==> src/rtl/ex_muldiv_unit_pkg.sv <==
// Shared types and constants for the iterative RV32M multiply/divide unit.
package muldiv_pkg;

  localparam int XLEN = 32;

  typedef enum logic [2:0] {
    OP_MUL    = 3'b000,
    OP_MULH   = 3'b001,
    OP_MULHSU = 3'b010,
    OP_MULHU  = 3'b011,
    OP_DIV    = 3'b100,
    OP_DIVU   = 3'b101,
    OP_REM    = 3'b110,
    OP_REMU   = 3'b111
  } muldiv_op_e;

  typedef enum logic [1:0] {
    IDLE    = 2'd0,
    COMPUTE = 2'd1,
    DONE    = 2'd2
  } muldiv_state_e;

  localparam logic [XLEN-1:0] DIV0_QUOT = 32'hFFFF_FFFF;
  localparam logic [XLEN-1:0] INT_MIN   = 32'h8000_0000;

  function automatic logic op_is_div(input muldiv_op_e op);
    return (op inside {OP_DIV, OP_DIVU, OP_REM, OP_REMU});
  endfunction

  function automatic logic op_is_rem(input muldiv_op_e op);
    return (op inside {OP_REM, OP_REMU});
  endfunction

  // MUL keeps both operands unsigned: its low word is sign-agnostic
  function automatic logic a_is_signed(input muldiv_op_e op);
    return (op inside {OP_MULH, OP_MULHSU, OP_DIV, OP_REM});
  endfunction

  function automatic logic b_is_signed(input muldiv_op_e op);
    return (op inside {OP_MULH, OP_DIV, OP_REM});
  endfunction

  function automatic logic [XLEN-1:0] cond_neg(input logic [XLEN-1:0] v, input logic neg);
    return neg ? ({XLEN{1'b0}} - v) : v;
  endfunction

endpackage

==> src/rtl/ex_muldiv_unit_if.sv <==
// Execute-stage handshake between the pipeline and the multiply/divide unit.
interface ex_muldiv_unit_if;
  import muldiv_pkg::*;

  logic            start;
  logic [2:0]      funct3;
  logic [XLEN-1:0] op_a;
  logic [XLEN-1:0] op_b;
  logic [4:0]      rd_in;
  logic            flush;
  logic            stall_req;
  logic            busy;
  logic            done;
  logic [XLEN-1:0] result;
  logic [4:0]      rd_out;

  modport master (
    output start, funct3, op_a, op_b, rd_in, flush,
    input  stall_req, busy, done, result, rd_out
  );

  modport slave (
    input  start, funct3, op_a, op_b, rd_in, flush,
    output stall_req, busy, done, result, rd_out
  );

endinterface

==> src/rtl/ex_muldiv_unit.sv <==
// Radix-2 iterative RV32M unit: one product/quotient bit per cycle on operand
// magnitudes, sign fix on the last iteration, divide special cases bypass iteration.
module ex_muldiv_unit #(
  parameter int XLEN  = 32,
  parameter int ITERS = XLEN
) (
  input  logic              clk,
  input  logic              rst_n,
  ex_muldiv_unit_if.slave   mdu
);
  import muldiv_pkg::*;

  localparam int CW = $clog2(ITERS);

  muldiv_state_e   state_r;
  muldiv_state_e   state_nx_s;
  logic [CW-1:0]   cnt_r;
  muldiv_op_e      op_r;
  logic [4:0]      rd_r;
  logic            neg_r;
  logic [63:0]     acc_r;
  logic [31:0]     opb_r;
  logic            busy_r;
  logic            done_r;
  logic [31:0]     result_r;
  logic [4:0]      rd_out_r;

  muldiv_op_e      op_in_s;
  logic            a_neg_s;
  logic            b_neg_s;
  logic [31:0]     a_mag_s;
  logic [31:0]     b_mag_s;
  logic            div0_s;
  logic            ovf_s;
  logic            special_s;
  logic [31:0]     special_res_s;
  logic            neg_in_s;
  logic [32:0]     sum_s;
  logic [32:0]     rem_sh_s;
  logic [32:0]     diff_s;
  logic [63:0]     step_s;
  logic [63:0]     prod_fix_s;
  logic [31:0]     fin_s;

  assign op_in_s = muldiv_op_e'(mdu.funct3);
  assign a_neg_s = a_is_signed(op_in_s) & mdu.op_a[31];
  assign b_neg_s = b_is_signed(op_in_s) & mdu.op_b[31];
  assign a_mag_s = cond_neg(mdu.op_a, a_neg_s);
  assign b_mag_s = cond_neg(mdu.op_b, b_neg_s);

  assign div0_s    = op_is_div(op_in_s) && (mdu.op_b == 32'h0000_0000);
  assign ovf_s     = (op_in_s inside {OP_DIV, OP_REM}) && (mdu.op_a == INT_MIN)
                     && (mdu.op_b == 32'hFFFF_FFFF);
  assign special_s = div0_s | ovf_s;

  // Fast-path results for divide-by-zero and signed overflow
  always_comb begin
    special_res_s = 32'h0000_0000;
    if (div0_s) begin
      special_res_s = op_is_rem(op_in_s) ? mdu.op_a : DIV0_QUOT;
    end else if (ovf_s) begin
      special_res_s = op_is_rem(op_in_s) ? 32'h0000_0000 : INT_MIN;
    end else begin
      special_res_s = 32'h0000_0000;
    end
  end

  // Result sign: remainder follows the dividend, everything else the xor of signs
  always_comb begin
    neg_in_s = 1'b0;
    case (op_in_s)
      OP_MULH, OP_DIV: neg_in_s = a_neg_s ^ b_neg_s;
      OP_MULHSU, OP_REM: neg_in_s = a_neg_s;
      default: neg_in_s = 1'b0;
    endcase
  end

  // One iteration: acc holds {hi/remainder, multiplier/quotient}
  always_comb begin
    sum_s    = {1'b0, acc_r[63:32]} + (acc_r[0] ? {1'b0, opb_r} : 33'd0);
    rem_sh_s = acc_r[63:31];
    diff_s   = rem_sh_s - {1'b0, opb_r};
    step_s   = 64'd0;
    if (op_is_div(op_r)) begin
      if (!diff_s[32]) begin
        step_s = {diff_s[31:0], acc_r[30:0], 1'b1};
      end else begin
        step_s = {rem_sh_s[31:0], acc_r[30:0], 1'b0};
      end
    end else begin
      step_s = {sum_s, acc_r[31:1]};
    end
  end

  assign prod_fix_s = neg_r ? (64'd0 - step_s) : step_s;

  // Sign-corrected result selection applied on the final iteration
  always_comb begin
    fin_s = 32'h0000_0000;
    case (op_r)
      OP_MUL:                       fin_s = step_s[31:0];
      OP_MULH, OP_MULHSU, OP_MULHU: fin_s = prod_fix_s[63:32];
      OP_DIV, OP_DIVU:              fin_s = cond_neg(step_s[31:0], neg_r);
      OP_REM, OP_REMU:              fin_s = cond_neg(step_s[63:32], neg_r);
      default:                      fin_s = 32'h0000_0000;
    endcase
  end

  // Next-state logic; flush overrides every state
  always_comb begin
    state_nx_s = state_r;
    if (mdu.flush) begin
      state_nx_s = IDLE;
    end else begin
      case (state_r)
        IDLE: begin
          if (mdu.start) begin
            state_nx_s = special_s ? DONE : COMPUTE;
          end else begin
            state_nx_s = IDLE;
          end
        end
        COMPUTE: begin
          if (cnt_r == {CW{1'b0}}) begin
            state_nx_s = DONE;
          end else begin
            state_nx_s = COMPUTE;
          end
        end
        DONE:    state_nx_s = IDLE;
        default: state_nx_s = IDLE;
      endcase
    end
  end

  // State register, status flags and datapath registers
  always_ff @(posedge clk or negedge rst_n) begin
    if (!rst_n) begin
      state_r  <= IDLE;
      cnt_r    <= {CW{1'b0}};
      op_r     <= OP_MUL;
      rd_r     <= 5'd0;
      neg_r    <= 1'b0;
      acc_r    <= 64'd0;
      opb_r    <= 32'h0000_0000;
      busy_r   <= 1'b0;
      done_r   <= 1'b0;
      result_r <= 32'h0000_0000;
      rd_out_r <= 5'd0;
    end else begin
      state_r <= state_nx_s;
      busy_r  <= (state_nx_s == COMPUTE) || (state_nx_s == DONE);
      done_r  <= (state_nx_s == DONE);
      if (!mdu.flush) begin
        case (state_r)
          IDLE: begin
            if (mdu.start) begin
              op_r  <= op_in_s;
              rd_r  <= mdu.rd_in;
              neg_r <= neg_in_s;
              acc_r <= {32'h0000_0000, a_mag_s};
              opb_r <= b_mag_s;
              cnt_r <= CW'(ITERS - 1);
              if (special_s) begin
                result_r <= special_res_s;
                rd_out_r <= mdu.rd_in;
              end
            end
          end
          COMPUTE: begin
            acc_r <= step_s;
            cnt_r <= cnt_r - {{(CW-1){1'b0}}, 1'b1};
            if (cnt_r == {CW{1'b0}}) begin
              result_r <= fin_s;
              rd_out_r <= rd_r;
            end
          end
          default: begin
          end
        endcase
      end
    end
  end

  // rst_n gating keeps the hazard unit quiet while the unit is held in reset
  assign mdu.stall_req = rst_n & (((state_r == IDLE) & mdu.start & ~mdu.flush)
                                  | (state_r == COMPUTE));
  assign mdu.busy   = busy_r;
  assign mdu.done   = done_r;
  assign mdu.result = result_r;
  assign mdu.rd_out = rd_out_r;

endmodule
==> src/flat_wrapper.sv <==
// flat-port wrapper written by rule: the top's interface ports become plain ports
module ex_muldiv_unit_flat import muldiv_pkg::*;
#(
  parameter int XLEN  = 32,
  parameter int ITERS = XLEN
)
  (clk, rst_n, mdu_start, mdu_funct3, mdu_op_a, mdu_op_b, mdu_rd_in, mdu_flush, mdu_stall_req, mdu_busy, mdu_done, mdu_result, mdu_rd_out);
  ex_muldiv_unit_if mdu_i ();
  input  logic clk;
  input  logic rst_n;
  input wire logic [$bits(mdu_i.start)-1:0] mdu_start;
  input wire logic [$bits(mdu_i.funct3)-1:0] mdu_funct3;
  input wire logic [$bits(mdu_i.op_a)-1:0] mdu_op_a;
  input wire logic [$bits(mdu_i.op_b)-1:0] mdu_op_b;
  input wire logic [$bits(mdu_i.rd_in)-1:0] mdu_rd_in;
  input wire logic [$bits(mdu_i.flush)-1:0] mdu_flush;
  output wire logic [$bits(mdu_i.stall_req)-1:0] mdu_stall_req;
  output wire logic [$bits(mdu_i.busy)-1:0] mdu_busy;
  output wire logic [$bits(mdu_i.done)-1:0] mdu_done;
  output wire logic [$bits(mdu_i.result)-1:0] mdu_result;
  output wire logic [$bits(mdu_i.rd_out)-1:0] mdu_rd_out;
  assign mdu_i.start = mdu_start;
  assign mdu_i.funct3 = mdu_funct3;
  assign mdu_i.op_a = mdu_op_a;
  assign mdu_i.op_b = mdu_op_b;
  assign mdu_i.rd_in = mdu_rd_in;
  assign mdu_i.flush = mdu_flush;
  assign mdu_stall_req = mdu_i.stall_req;
  assign mdu_busy = mdu_i.busy;
  assign mdu_done = mdu_i.done;
  assign mdu_result = mdu_i.result;
  assign mdu_rd_out = mdu_i.rd_out;
  ex_muldiv_unit #(.XLEN(XLEN), .ITERS(ITERS)) u_core (.clk(clk), .rst_n(rst_n), .mdu(mdu_i));
endmodule
==> config.mk <==
export PLATFORM = sky130hd
export DESIGN_NAME = ex_muldiv_unit_flat
export DESIGN_NICKNAME = d
export VERILOG_FILES = /design/src/rtl/ex_muldiv_unit_pkg.sv /design/src/rtl/ex_muldiv_unit_if.sv /design/src/rtl/ex_muldiv_unit.sv /design/src/flat_wrapper.sv
export SDC_FILE = /design/constraint.sdc
export NUM_CORES = 1
export LEC_CHECK = 0
export ABC_CLOCK_PERIOD_IN_PS = 7300
export BUFFER_PORTS_ARGS = -buffer_cell sky130_fd_sc_hd__buf_2
export CAP_MARGIN = 20
export CORE_ASPECT_RATIO = 1.2
export CORE_MARGIN = 1.5
export CORE_UTILIZATION = 25
export DETAILED_ROUTE_END_ITERATION = 10
export PLACE_DENSITY = 0.39
export SETUP_SLACK_MARGIN = 0.5
export SLEW_MARGIN = 5
export SYNTH_ARGS = -nofsm -noshare
export SYNTH_HDL_FRONTEND = slang
export SYNTH_SLANG_ARGS = --single-unit
==> constraint.sdc <==
create_clock -name clk -period 7.3 [get_ports clk]
set_clock_uncertainty 0.2 [all_clocks]
set_input_delay 0.365 -clock clk [delete_from_list [all_inputs] [get_ports clk]]
set_output_delay 0.365 -clock clk [all_outputs]
set_load 0.01 [all_outputs]
# Word level (Yosys, flattened, before mapping)

Cells that the tools add are included.

Register bits after elaboration: 151
Input port bits: 76
Output and inout port bits: 40

Add/subtract/negate cells: 8
Equal/unequal tests: 21
Muxes and demuxes: 31
Bitwise logic cells: 9
Reductions and logical operators: 23

Operator list:

| operator                | number |
|---|---|
| $mux W32                | 12 |
| $mux W64                | 4 |
| $pmux W32 S4            | 1 |
| $pmux W64 S2            | 1 |
| $sub A1 B32 Y32 const A | 4 |
| $eq A32 B32 Y1 const B  | 2 |
| $pmux W32 S2            | 1 |
| $sub A1 B64 Y64 const A | 1 |
| $add A32 B33 Y33        | 1 |
| $sub A33 B32 Y33        | 1 |
| $logic_not A32 Y1       | 1 |
| $eq A3 B3 Y1 const B    | 8 |
| $mux W5                 | 4 |
| $pmux W5 S2             | 2 |
| $reduce_bool A4 Y1      | 3 |
| $eq A3 B2 Y1 const B    | 3 |
| $mux W2                 | 4 |
| $reduce_or A2 Y1        | 4 |
| $eq A3 B1 Y1 const B    | 2 |
| $reduce_and A3 Y1       | 2 |
| $reduce_bool A2 Y1      | 3 |
| $and A1 B1 Y1           | 5 |
| $logic_not A5 Y1        | 1 |
| $reduce_and A5 Y1       | 1 |
| 16 further kinds        | 21 |

# Longest topological paths before layout

Gate-level depths: netlist of run 1.

Depth after elaboration: 11
Mapped depth: 23

# Worst setup path before layout of run 1

Ideal clock, no wire load.

Path kind: flip-flop to flip-flop
From: reg u_core.acc_r[56]
To: reg u_core.result_r[24] (netlist: u_core.mdu.result[24])
Setup time: 0.126 ns
Arrival time: 4.864 ns
Required time: 6.974 ns
Path slack: 2.111 ns
Cell stages (with the launch flop): 20
Cells stage by stage: dfrtp_1 ha_1 buf_6 a21o_1 a221o_1 a211o_1 a221oi_2 a21oi_1 nor2_1 ha_1 o2111ai_1 or4_1 or3_1 nor2_1 nand2_1 clkbuf_1 o41ai_1 xor2_1 a221oi_1 o21ai_1

Word-level cells in the longest chain between the ends: 8
Elaborated cells on any way between the ends: 13
Those cells by class: add/sub: 5; mux: 8

RTL lines:

| element                                                   | RTL line                                       | text |
|---|---|---|
| start, declared                                           | ex_muldiv_unit.sv:21                           | `logic [63:0] acc_r;` |
| start signal, assigned                                    | ex_muldiv_unit.sv:161                          | `acc_r <= {32'h0000_0000, a_mag_s};` |
| start signal, assigned                                    | ex_muldiv_unit.sv:171                          | `acc_r <= step_s;` |
| $sub A33 B32 Y33                                          | ex_muldiv_unit.sv:82                           | `diff_s = rem_sh_s - {1'b0, opb_r};` |
| $mux W64                                                  | ex_muldiv_unit.sv:85                           | `if (!diff_s[32]) begin` |
| $mux W64 *                                                | ex_muldiv_unit.sv:84                           | `if (op_is_div(op_r)) begin` |
| $sub A1 B64 Y64 / $sub A1 B32 Y32 (equally long branches) | ex_muldiv_unit.sv:95, ex_muldiv_unit_pkg.sv:44 |  |
| $mux W64 / $mux W32 (equally long branches)               | ex_muldiv_unit.sv:95, ex_muldiv_unit_pkg.sv:44 |  |
| $pmux W32 S4 *                                            | ex_muldiv_unit.sv:100                          | `case (op_r)` |
| $mux W32 *                                                | ex_muldiv_unit.sv:173                          | `if (cnt_r == {CW{1'b0}}) begin` |
| $pmux W32 S2 *                                            | ex_muldiv_unit.sv:155                          | `case (state_r)` |
| end signal, assigned                                      | ex_muldiv_unit.sv:165                          | `result_r <= special_res_s;` |
| end signal, assigned                                      | ex_muldiv_unit.sv:174                          | `result_r <= fin_s;` |
| end, declared                                             | ex_muldiv_unit.sv:25                           | `logic [31:0] result_r;` |

Mark *: on every way between the ends. The rest lies on a longest branch, timed or not. The select of a mux whose other input is x is not followed.
A chain may end at the register's enable or synchronous reset.

# Final worst setup path of run 1

From: reg u_core.acc_r[50]
To: reg u_core.result_r[4] (netlist: u_core.mdu.result[4])

Word-level cells in the longest chain between the ends: 8
Elaborated cells on any way between the ends: 12
Those cells by class: add/sub: 4; mux: 8

RTL lines:

| element                                                   | RTL line |
|---|---|
| $sub A33 B32 Y33 *                                        | ex_muldiv_unit.sv:82 |
| $mux W64 *                                                | ex_muldiv_unit.sv:85 |
| $mux W64 *                                                | ex_muldiv_unit.sv:84 |
| $sub A1 B64 Y64 / $sub A1 B32 Y32 (equally long branches) | ex_muldiv_unit.sv:95, ex_muldiv_unit_pkg.sv:44 |
| $mux W64 / $mux W32 (equally long branches)               | ex_muldiv_unit.sv:95, ex_muldiv_unit_pkg.sv:44 |
| $pmux W32 S4 *                                            | ex_muldiv_unit.sv:100 |
| $mux W32 *                                                | ex_muldiv_unit.sv:173 |
| $pmux W32 S2 *                                            | ex_muldiv_unit.sv:155 |

Marks and branches as above.

==> flow_summary.yaml, run 1 <==
status:
  status: "completed"
global_route:
  track_usage_pct: 23.34
  grt_pass1_wl_um: 117900
  grt_max_degree: 72
  antenna_found_initial: 0
  grt_pass1_vias: 17740
  grt.overflow.total: 0
yosys:
  yosys-top-cells-area: "dfrtp_1 (23%), o21ai_0 (7.4%), nand2_1 (6.2%)"
  synth_flop_cell: "dfrtp_1"
  synth_area_per_cell_sq_um: 7.280
  synthArstFlopShare_pct: 100.0
  synth-edff-count: 0
  synth.most_common_cell: "nand2_1"
  netlist_area_sq_mm: 0.01652
  ys_ff_latch: 151
  syn_nets: 2417
  ys_seq_area_share_pct: 22.88
  netlist.top_cell.by_area: "dfrtp_1"
  synth_top_area_share_pct: 22.88
  synthDistinctLibCells: 96
  synth_common_cells: "nand2_1 (274), o21ai_0 (245), nor2_1 (227)"
  yosys_warnings: 0
  synthCells: 2269
setup_path:
  critPathMaxFanout: 12
  path_class: "reg2reg"
  crit_path_frequent_cell: "o21ai_0"
  critPathSlowestCell: "or4_1"
  max_stage_delay_ns: 0.63
  crit_chain: "ha_1 -> a21oi_1 -> o21ai_0 -> a211o_1 -> a221oi_4 -> a21oi_1 -> nor2_2 -> ha_1 -> o2111ai_1 -> or4_1 -> or3_1 -> nor2_1 -> nand2_2 -> inv_1 -> nor2_1 -> o21ai_0 -> o21ai_0 -> o22ai_1 -> a211o_1 -> a31oi_1"
  path_buf_inv: 1
  crit_path_end_kind: "flip-flop"
  path_delay_family: "compound AO/OA/AOI/OAI gates"
  crit_path_start_kind: "flip-flop"
  cp.arrival_ns: 6.55
  worstPathRequired_ns: 7.47
timing:
  fmax_ghz: 0.1569
  setup_viol: 0
  fin_setup_tns_ns: 0
  grt_setup_unrepaired: "false"
  hold_viol: 0
  slew_headroom_pct: 27.89
  hold_slack_ns: 0.03799
  finalCritPeriodShare_pct: 87.30
  period_needed_ns: 6.373
  worst_slew_pin_slew_ns: 1.074
  drv_slew: 0
power:
  leakagePower_uw: 0.007778
  peakVddDrop_mv: 0.1569
  powerDensity_mw_per_mm2: 320.7
drt:
  via_per_inst: 5.616
  drt-pass1-iter-count: 6
  drt-initial-drc-count: 1495
  ant_nets: 0
  drc_errors: 0
  wirelength_um: 78930
  via_count: 17950
  wl_per_cell_um: 24.69
placed_design:
  gp_congestion: 0.9399
  dpl.hpwl_um: 61760
  portBuffers: 115
die:
  die_y_um: 284.6
  die_w_um: 237.7
  dieArea_sq_mm: 0.06763
  rows: 103
  initial_core_util_pct: 25.18
  io_pins: 116
  core_sq_mm: 0.06560
run:
  maxCapViolCount: 0
clocking:
  cts_sinks: 151
  post-cts-setup-buffers: 0
  cts_buffers: 17
  cts_max_level: 4
  clkTransAtPathRegs_ns: 0.08
  tritoncts: "done"
  clk-insertion-delay-late_ns: 0.51
  cts_root_buf: "clkbuf_16"
  clockBufferDepth: 2
min_path:
  hp-class: "in2reg"
finish:
  area_delta_synth_final_pct: 14.55
  fin_nets: 2492
  final_util_pct: 28.85
  drive_above_1_share_pct: 12.05
  fillers: 7131
  num_antenna_cells: 0
==> per-layer routing <==
layer | routed length, um | vias to the layer above | global-route usage, %
met1 | 33310 | 8734 | 28.86
met3 | 3343 | 133 | 2.826
met2 | 37940 | 612 | 39.44
met5 | 0 | - | 0
li1 | - | 8475 | -
met4 | 4344 | 0 | 12.45
==> power by group <==
group	switching, uW	leakage (uW)	internal (uW)
logic	2510	0.00557	1350
clock network	493	0.000295	491
registers	247	0.00191	976
total	3250	0.00778	2820
==> per-stage QoR <==
step | area, sq um | worst slack (ns) | cells | total power, uW
final | 18920 | 0.9270 | 3197 | 6069
after global routing | 18920 | 0.5056 | 3197 | 6474
after CTS | 18900 | 0.6160 | 3197 | 6035
after detailed placement | 18130 | 0.6390 | 3148 | 5002
after global placement | 18130 | 0.8614 | 3148 | 5013
after floorplan | 16520 | 2.111 | 2269 | 3698
==> cell usage in the layout, fill, tap and decap left out, types with 19 or more instances in the layout <==
cell type	synthesis	final
nor3_1	56	54
o31ai_1	31	31
a31oi_1	40	40
buf_2	6	114
nand2b_1	22	21
and2_1	41	41
a211oi_1	24	23
nand3_1	44	44
or3_1	24	24
a22o_1	19	19
ha_1	70	70
o211ai_1	34	34
nand2_1	274	273
o21a_1	19	19
buf_4	1	61
o21ai_0	245	244
a21o_1	27	27
nor2_1	227	224
dfrtp_1	151	149
xor2_1	58	58
a21oi_1	178	178
mux2i_1	44	44
nand4_1	30	30
xnor2_1	92	92
inv_1	68	68
==> cell type report <==
type,instances,area (sq um),share of cell area [%]
timing repair buffer,194,1230,6.500
sequential,151,3784,20.00
clock inverter,15,172.7,0.9125
inverter,69,259.0,1.369
tap,840,1051,5.554
multi-input combinational,1911,12000,63.42
clock buffer,17,425.4,2.248
==> path summary, 6_finish.rpt <==
kind,start,cells after the start,to,slack (ns)
worst min-delay path,mdu_flush,4,u_core.rd_r[4]$_DFFE_PN0P_,0.04
max in group asynchronous,rst_n,3,u_core.op_r[2]$_DFFE_PN0P_,5.40
worst max register to register,u_core.acc_r[50]$_DFFE_PN0P_,20,u_core.mdu.result[4]$_DFFE_PN0P_,0.93
worst max-delay path,u_core.acc_r[50]$_DFFE_PN0P_,20,u_core.mdu.result[4]$_DFFE_PN0P_,0.93
worst min register to register,u_core.rd_r[4]$_DFFE_PN0P_,2,u_core.rd_r[4]$_DFFE_PN0P_,0.28
min in group asynchronous,rst_n,2,u_core.rd_r[2]$_DFFE_PN0P_,0.28
==> sequential cells by signal (all words and copies together) (netlist names) <==
signal / count
u_core.opb_r: 32
u_core.mdu.rd_out: 5
u_core.rd_r: 5
u_core.op_r: 3
u_core.state_r: 2
u_core.mdu.done: 1
u_core.mdu.result: 32
u_core.neg_r: 1
u_core.acc_r: 64
u_core.mdu.busy: 1
u_core.cnt_r: 5
==> worst register-to-register path, stage by stage, from the launching register on <==
cell and delay, ns:
dfrtp_1 0.46, ha_1 0.45, a21oi_1 0.30, o21ai_0 0.28, a211o_1 0.42, a221oi_4 0.42
a21oi_1 0.29, nor2_2 0.33, ha_1 0.33, o2111ai_1 0.17, or4_1 0.63, or3_1 0.38
nor2_1 0.22, nand2_2 0.25, inv_1 0.26, nor2_1 0.15, o21ai_0 0.16, o21ai_0 0.10
o22ai_1 0.22, a211o_1 0.16, a31oi_1 0.08
==> cell families after synthesis <==
logic type | count (synthesis) | synth area share (%)
flip-flops | 151 | 22.88
buffers and inverters | 207 | 4.908
AND/OR/NAND/NOR | 842 | 24.42
AO/OA/AOI/OAI | 791 | 30.81
XOR/XNOR | 150 | 7.953
adder cells (fa/ha/maj) | 72 | 5.545
multiplexers | 56 | 3.484
==> what timing repair did <==
item                                   CTS  global route
hold buffers                            17             0
setup endpoints to repair                0            11
endpoints found under the hold margin   89             0
gates resized for setup                  0             4
(Power assumes the default switching activity.)
==> run 2, diff against run 1 <==
- ABC_CLOCK_PERIOD_IN_PS: 7300 -> 6700
- clock period: 7.3 -> 6.7 ns (I/O delays scaled with it)
==> run 2 against run 1 <==
Effect of this change:
- combinational power is 11% higher
- critical path depth shrank 2
- cell area increased by 0.97%
- sequential share of layout area shrank 0.18 points
- maximum frequency grew 7.2%
- largest cell class unchanged
==> flow_summary.yaml, run 2 (same netlist as run 1, synthesis figures left out) <==
global_route:
  grt_pass1_wl_um: 118700
  grt_pass1_vias: 17910
  grt.overflow.total: 0
  track_usage_pct: 23.43
  grt_max_degree: 82
  antenna_found_initial: 0
setup_path:
  crit_path_start_kind: "flip-flop"
  cp.arrival_ns: 6.13
  path_class: "reg2reg"
  reg2reg_from: "u_core.acc_r[56]$_DFFE_PN0P_"
  startpoint: "u_core.acc_r[56]$_DFFE_PN0P_"
  crit_path_end_kind: "flip-flop"
  critPathMaxFanout: 9
  rrSetupSlack_ns: 0.75
  worstPathRequired_ns: 6.89
die:
  die_y_um: 284.6
  rows: 103
  die_w_um: 237.7
  initial_core_util_pct: 25.18
  io_pins: 116
  core_sq_mm: 0.06560
  dieArea_sq_mm: 0.06763
timing:
  worst_slew_pin_slew_ns: 0.9962
  finalCritPeriodShare_pct: 88.75
  fin_setup_tns_ns: 0
  drv_slew: 0
  period_needed_ns: 5.946
  slew_headroom_pct: 33.11
  grt_setup_unrepaired: "false"
  setup_viol: 0
  hold_viol: 0
  fmax_ghz: 0.1682
clocking:
  cts_sinks: 151
  clk-insertion-delay-late_ns: 0.52
  clockBufferDepth: 2
  cts_max_level: 4
  cts_buffers: 17
  tritoncts: "done"
  post-cts-setup-buffers: 0
  clkTransAtPathRegs_ns: 0.08
  cts_root_buf: "clkbuf_16"
run:
  maxCapViolCount: 0
drt:
  wl_per_cell_um: 24.66
  via_per_inst: 5.561
  wirelength_um: 79340
  drt-initial-drc-count: 1414
  drt-pass1-iter-count: 8
  ant_nets: 0
  via_count: 17890
  drc_errors: 0
placed_design:
  gp_congestion: 0.9092
  portBuffers: 115
  detailed_place.area_sq_mm: 0.01824
  dpl.hpwl_um: 62830
  dpl.cell_count: 3162
finish:
  regMostFlops: "u_core.acc_r"
  largest_reg_flops: 64
  area_delta_synth_final_pct: 15.66
  final_common_cell: "nand2_1"
  final_cells: 3218
  drive_above_1_share_pct: 12.83
  stdcell_area_sq_mm: 0.01910
  final_util_pct: 29.12
  fin_nets: 2512
  fillers: 7170
  final_cell_mix: "nand2_1 (273), o21ai_0 (244), nor2_1 (225)"
power:
  internal_power_uw: 3065
  leakagePower_uw: 0.007833
  comb_power_share_pct: 64.6
  powerDensity_mw_per_mm2: 348.2
  peakVddDrop_mv: 0.1832
  swShare_pct: 53.92
  power_uw: 6652
  p_clk_share_pct: 15.6
  seqPwrFrac_pct: 19.8
  p_sw_uw: 3587
min_path:
  hp-class: "in2reg"
  hp-start: "mdu_op_a[1]"
status:
  status: "completed"
==> run 2: changes by cell type in the layout (fill, tap and decap cells not counted), moves of 3 or more <==
cell / delta
a21oi_2: +3
buf_4: +12
a21oi_1: -3
dlygate4sd3_1: +6
==> run 2: area by class of cell <==
class / count / area (sq um) / area share, %
inverters: 69 / 259.0 / 1.356
well taps: 840 / 1051 / 5.501
clock inverters: 15 / 157.7 / 0.8252
diodes: 1 / 2.502 / 0.01310
multi-input cells: 1911 / 12020 / 62.91
clock buffers: 17 / 425.4 / 2.227
flip-flops and latches: 151 / 3785 / 19.81
repair buffers: 214 / 1405 / 7.355
==> run 2: final timing paths <==
check / end / depth (start not counted)
hold reg to reg: u_core.rd_r[2]$_DFFE_PN0P_ / 2
min in group asynchronous: u_core.mdu.result[1]$_DFFE_PN0P_ / 2
max in group asynchronous: u_core.op_r[2]$_DFFE_PN0P_ / 3
hold / removal: u_core.mdu.result[1]$_DFFE_PN0P_ / 3
setup / recovery: u_core.mdu.result[24]$_DFFE_PN0P_ / 18
setup reg to reg: u_core.mdu.result[24]$_DFFE_PN0P_ / 18
==> run 2: worst max-delay path: stages, from the launching register on <==
cell and delay (ns):
dfrtp_1 0.44, ha_1 0.42, a21o_1 0.27, a221oi_1 0.50, nor2_1 0.17, a221oi_4 0.40, a21oi_2 0.18, nor2_2 0.25
ha_1 0.30, o2111ai_1 0.15, or4_1 0.64, or3_1 0.38, nor2_1 0.19, nand2_2 0.18, buf_4 0.24, o41ai_1 0.41
xor2_1 0.11, a221oi_1 0.27, o21ai_1 0.10
==> run 2: timing repair <==
item,CTS,global route
gates resized for setup,1,11
endpoints found under the setup margin,2,13
hold buffers,23,0
endpoints found under the hold margin,69,0
==> run 2: through the flow <==
stage / worst slack, ns / hold WS [ns]
floorplan: 1.511 / -0.1606
global placement: 0.5783 / 0.1506
detailed placement: 0.5191 / 0.1405
CTS: 0.5026 / 0.003232
global route: 0.5020 / 0.03779
finish: 0.7537 / 0.02163
==> run 2: layer usage <==
layer | vias to the layer above | wire length [um] | GRT usage [%]
met3 | 123 | 2828 | 2.719
met1 | 8734 | 34430 | 29.15
met4 | 0 | 3556 | 11.04
li1 | 8512 | - | -
met2 | 525 | 38530 | 40.17
met5 | - | 0 | 0
==> run 2: power by group through the flow <==
stage | clock network (uW) | logic [uW] | registers (uW)
floorplan | 0 | 2820 | 1210
global placement | 0 | 4210 | 1320
detailed placement | 0 | 4180 | 1330
CTS | 1070 | 4220 | 1310
global route | 1100 | 4640 | 1340
finish | 1040 | 4300 | 1320
